## src/rtl/cache_pkg.sv

```systemverilog
// Shared types and block-geometry constants for the cache miss/fill controller.
package cache_pkg;

    typedef enum logic {
        IDLE = 1'b0,
        FILL = 1'b1
    } fill_state_t;

    localparam int BLOCK_BYTES = 16;
    localparam int WORDS       = 8;
    localparam int OFFSET_W    = 4;

endpackage

```

## src/rtl/fill_counter.sv

```systemverilog
// Small word counter used for both the issue and receive sides of a block fill.
module fill_counter
    import cache_pkg::*;
(
    input  logic                clk,
    input  logic                rst,
    input  logic                clr,
    input  logic                en,
    output logic [OFFSET_W-1:0] cnt
);

    // Clear wins over enable so a new fill always starts from zero.
    always_ff @(posedge clk or posedge rst) begin
        if (rst)
            cnt <= '0;
        else if (clr)
            cnt <= '0;
        else if (en)
            cnt <= cnt + OFFSET_W'(1);
    end

endmodule

```

## src/rtl/cache_fill_fsm.sv

```systemverilog
// Miss-handling controller: fetches a whole block from pipelined memory,
// streams each returned word into the data array, then writes the tag.
module cache_fill_fsm
    import cache_pkg::*;
#(
    parameter int ADDR_W  = 16,
    parameter int WORDS   = 8,
    parameter int MEM_LAT = 4
) (
    input  logic              clk,
    input  logic              rst,
    input  logic              miss_detected,
    input  logic [ADDR_W-1:0] miss_address,
    input  logic              mem_data_valid,
    input  logic [15:0]       mem_data,
    output logic              fsm_busy,
    output logic              mem_read_en,
    output logic [ADDR_W-1:0] mem_address,
    output logic              write_data_array,
    output logic [ADDR_W-1:0] write_addr,
    output logic [15:0]       write_data,
    output logic              write_tag_array
);

    // The FSM counts valids rather than cycles, so latency only matters for sanity.
    if (MEM_LAT < 1 || WORDS != cache_pkg::WORDS) begin : g_param_err
        $error("cache_fill_fsm: unsupported MEM_LAT/WORDS");
    end

    fill_state_t             state, state_nxt;
    logic [ADDR_W-1:0]       base;
    logic [OFFSET_W-1:0]     issue_cnt, recv_cnt;
    logic                    cnt_clr, issue_en, recv_en;

    fill_counter u_issue_cnt (
        .clk (clk),
        .rst (rst),
        .clr (cnt_clr),
        .en  (issue_en),
        .cnt (issue_cnt)
    );

    fill_counter u_recv_cnt (
        .clk (clk),
        .rst (rst),
        .clr (cnt_clr),
        .en  (recv_en),
        .cnt (recv_cnt)
    );

    always_ff @(posedge clk or posedge rst) begin
        if (rst) begin
            state <= IDLE;
            base  <= '0;
        end else begin
            state <= state_nxt;
            if (state == IDLE && miss_detected)
                base <= {miss_address[ADDR_W-1:OFFSET_W], {OFFSET_W{1'b0}}};
        end
    end

    always_comb begin
        state_nxt        = state;
        cnt_clr          = 1'b0;
        issue_en         = 1'b0;
        recv_en          = 1'b0;
        fsm_busy         = 1'b0;
        mem_read_en      = 1'b0;
        mem_address      = '0;
        write_data_array = 1'b0;
        write_addr       = '0;
        write_data       = '0;
        write_tag_array  = 1'b0;
        case (state)
            IDLE: begin
                // Stall starts in the miss cycle itself; reset forces it low.
                fsm_busy = miss_detected & ~rst;
                if (miss_detected) begin
                    cnt_clr   = 1'b1;
                    state_nxt = FILL;
                end
            end
            FILL: begin
                fsm_busy = 1'b1;
                if (issue_cnt < OFFSET_W'(WORDS)) begin
                    mem_read_en = 1'b1;
                    mem_address = base + (ADDR_W'(issue_cnt) << 1);
                    issue_en    = 1'b1;
                end
                // Offsets stay <= 14, so the add never carries into the tag.
                if (mem_data_valid) begin
                    write_data_array = 1'b1;
                    write_addr       = base + (ADDR_W'(recv_cnt) << 1);
                    write_data       = mem_data;
                    recv_en          = 1'b1;
                    if (recv_cnt == OFFSET_W'(WORDS - 1)) begin
                        write_tag_array = 1'b1;
                        state_nxt       = IDLE;
                    end
                end
            end
            default: state_nxt = IDLE;
        endcase
    end

endmodule

```

## config.mk

```make
export PLATFORM = sky130hd
export DESIGN_NAME = cache_fill_fsm
export DESIGN_NICKNAME = d
export VERILOG_FILES = /design/src/rtl/cache_pkg.sv /design/src/rtl/fill_counter.sv /design/src/rtl/cache_fill_fsm.sv
export SDC_FILE = /design/constraint.sdc
export NUM_CORES = 1
export LEC_CHECK = 0
export ABC_AREA = 1
export CAP_MARGIN = 5
export CORE_ASPECT_RATIO = 0.75
export CORE_MARGIN = 2
export CORE_UTILIZATION = 41
export CTS_CLUSTER_SIZE = 30
export DETAILED_ROUTE_END_ITERATION = 8
export GPL_TIMING_DRIVEN = 0
export PLACE_DENSITY = 0.92
export SLEW_MARGIN = 20
export SYNTH_ARGS = -nofsm -noshare
export SYNTH_HDL_FRONTEND = slang
export SYNTH_SLANG_ARGS = --single-unit
```

## constraint.sdc

```tcl
create_clock -name clk -period 3 [get_ports clk]
set_input_delay 0.6 -clock clk [delete_from_list [all_inputs] [get_ports clk]]
set_output_delay 0.6 -clock clk [all_outputs]
set_load 0.1 [all_outputs]
```

==> impl_metrics.tcl <==
set metrics [dict create \
    status "completed" \
    antenna_left 0 \
    min_path_type "flop to flop" \
    final_util_pct 71.5 \
    drive_above_1_share_pct 19.1 \
    rrSetupSlack_ns 1.81 \
    ioPinCount 88 \
    synth.distinct_cells 25 \
    yosysSeqAreaShare_pct 35.4 \
    die_width_um 73.5 \
    via_per_inst 4.84 \
    die_area_um2 4130 \
    critPathLaunchType "primary input" \
    fp.coreArea_um2 3380 \
    rsz0062_at_grt "no" \
    grt_pass1_vias 1638 \
    min_period_ns 2.93 \
    first_iter_violations 88 \
    syn_area_um2 1490 \
    cts_tree "built" \
    max_slew_margin_pct 34.4 \
    clkTransAtPathRegs_ns 0.08 \
    start_util_pct 44.0 \
    dr.pass1.iters 4 \
    placed_area_um2 2370 \
    diodes 0 \
    antenna_found_initial 0 \
    final_common_cell "nor2_1" \
    path_class "primary input to output pin" \
    yosysWarnings 0 \
    nets 355 \
    io_buffers 81 \
    arrival_ns 2.33 \
    hold_viol 0 \
    grt_pass1_wl_um 7330 \
    clock-sinks 21 \
    grt_use_total_pct 22.6 \
    post_cts_buffers 0 \
    cts-resized-gates 81 \
    grt_max_degree 22 \
    die_height_um 56.1 \
    place.gp.congestion 0.850 \
    fin_area_um2 2410 \
    vias 1713 \
    htree_levels 1 \
    layout_common_cells "nor2_1, nand2_1, inv_1" \
    max_slew.worst_pin.slew_ns 0.983 \
    cts-root-buf "clkbuf_8" \
    cap_violations 0 \
    hpwl_um 3520 \
    synth_cells 228 \
    area_delta_synth_final_pct 62.5 \
    fmax_mhz 341 \
    gr-total-overflow 0 \
    postSynthAreaPerCell_um2 6.52 \
    fin_skew_ns 0.00636 \
    drv_slew 0 \
    end_kind "output pin" \
    cp_max_fo 10 \
    clockBufferDepth 2 \
    wl_per_cell_um 12.6 \
    finalCritPeriodShare_pct 97.7 \
    setup_tns_ns 0 \
    ys_ff_latch 21 \
    ctsHoldBuffers 0 \
    setup_viol 0 \
    required_ns 2.40 \
    drcViolationCount 0 \
    clock_latency_ns 0.27 \
    fp-row-count 18 \
    cts_buffers 3 \
    wl_um 4440 \
]
## critical path: stages
cell             delay (ns)
clkdlybuf4s50_1        0.47
nand2_2                0.16
inv_2                  0.10
buf_6                  0.13
dlygate4sd2_1          0.86
## sequential cells by signal, indices dropped and copies added, names as in the netlist
signal           count
state                1
base                12
u_issue_cnt.cnt      4
u_recv_cnt.cnt       4
## cells in the mapped netlist
cell type  number  area share (%)
nor2_1         54              14
nand2_1        43              11
inv_1          41              10
dfrtp_1        21              35
o21ai_1        13             4.4
a21oi_1         7             2.4
nand3_1         6             2.0
nor3_1          5             1.7
buf_4           4             2.0
ha_1            4             3.4
inv_2           4             1.0
nand2_2         4             1.7
o21ai_0         4             1.3
nor2_4          3             2.3
buf_2           2            0.67
buf_6           2             1.5
nand4_1         2            0.84
o22ai_1         2            0.84
and2_4          1            0.59
conb_1          1            0.25
nand2_4         1            0.76
nor2_2          1            0.42
nor3_2          1            0.67
o21a_1          1            0.51
xnor2_1         1            0.59
## path summary, 6_finish.rpt
check	end	depth (start not counted)	startpoint
max in group asynchronous	base[4]	2	rst
min in group asynchronous	u_issue_cnt.cnt[3]	2	rst
hold reg to reg	u_issue_cnt.cnt[3]	2	u_issue_cnt.cnt[2]
setup / recovery	write_data_array	5	mem_data_valid
setup reg to reg	base[10]	6	state
hold / removal	u_issue_cnt.cnt[3]	2	u_issue_cnt.cnt[2]
## area by class of cell
class,instances,area [µm²]
clock buffer,3,41.3
buffer,8,62.6
tap,40,50.0
inverter,45,169
multi-input combinational,155,752
fill,280,963
timing repair buffer,81,810
sequential,21,526
clock inverter,1,5.00
## cells by family after synthesis
logic type	after synthesis	synth area share, %
compound gates	27	9.43
xor+xnor	1	0.589
fa+ha+maj	4	3.37
buf+inv	53	15.6
flops	21	35.4
other cells	1	0.252
simple gates	121	35.4
## layer usage
| metal | track usage, % | vias up | wire, µm |
|---|---|---|---|
| met5 | 0 | - | 0 |
| met4 | 6.49 | 0 | 96 |
| met3 | 4.89 | 12 | 311 |
| met2 | 39.2 | 72 | 2220 |
| met1 | 27.9 | 769 | 1820 |
| li1 | - | 860 | - |
## per-stage QoR
| step | hold slack, ns | cells | worst slack (ns) |
|---|---|---|---|
| finish | 0.581 | 354 | 0.0702 |
| detailed placement | 0.567 | 350 | -0.435 |
| floorplan | 0.523 | 229 | -0.173 |
| global placement | 0.554 | 350 | -0.399 |
| global route | 0.615 | 354 | 0.0149 |
| CTS | 0.584 | 354 | 0.000172 |
Power is left out: the tool's default activity adds up to more than one toggle a clock period on the data nets, which glitch-free logic cannot reach.
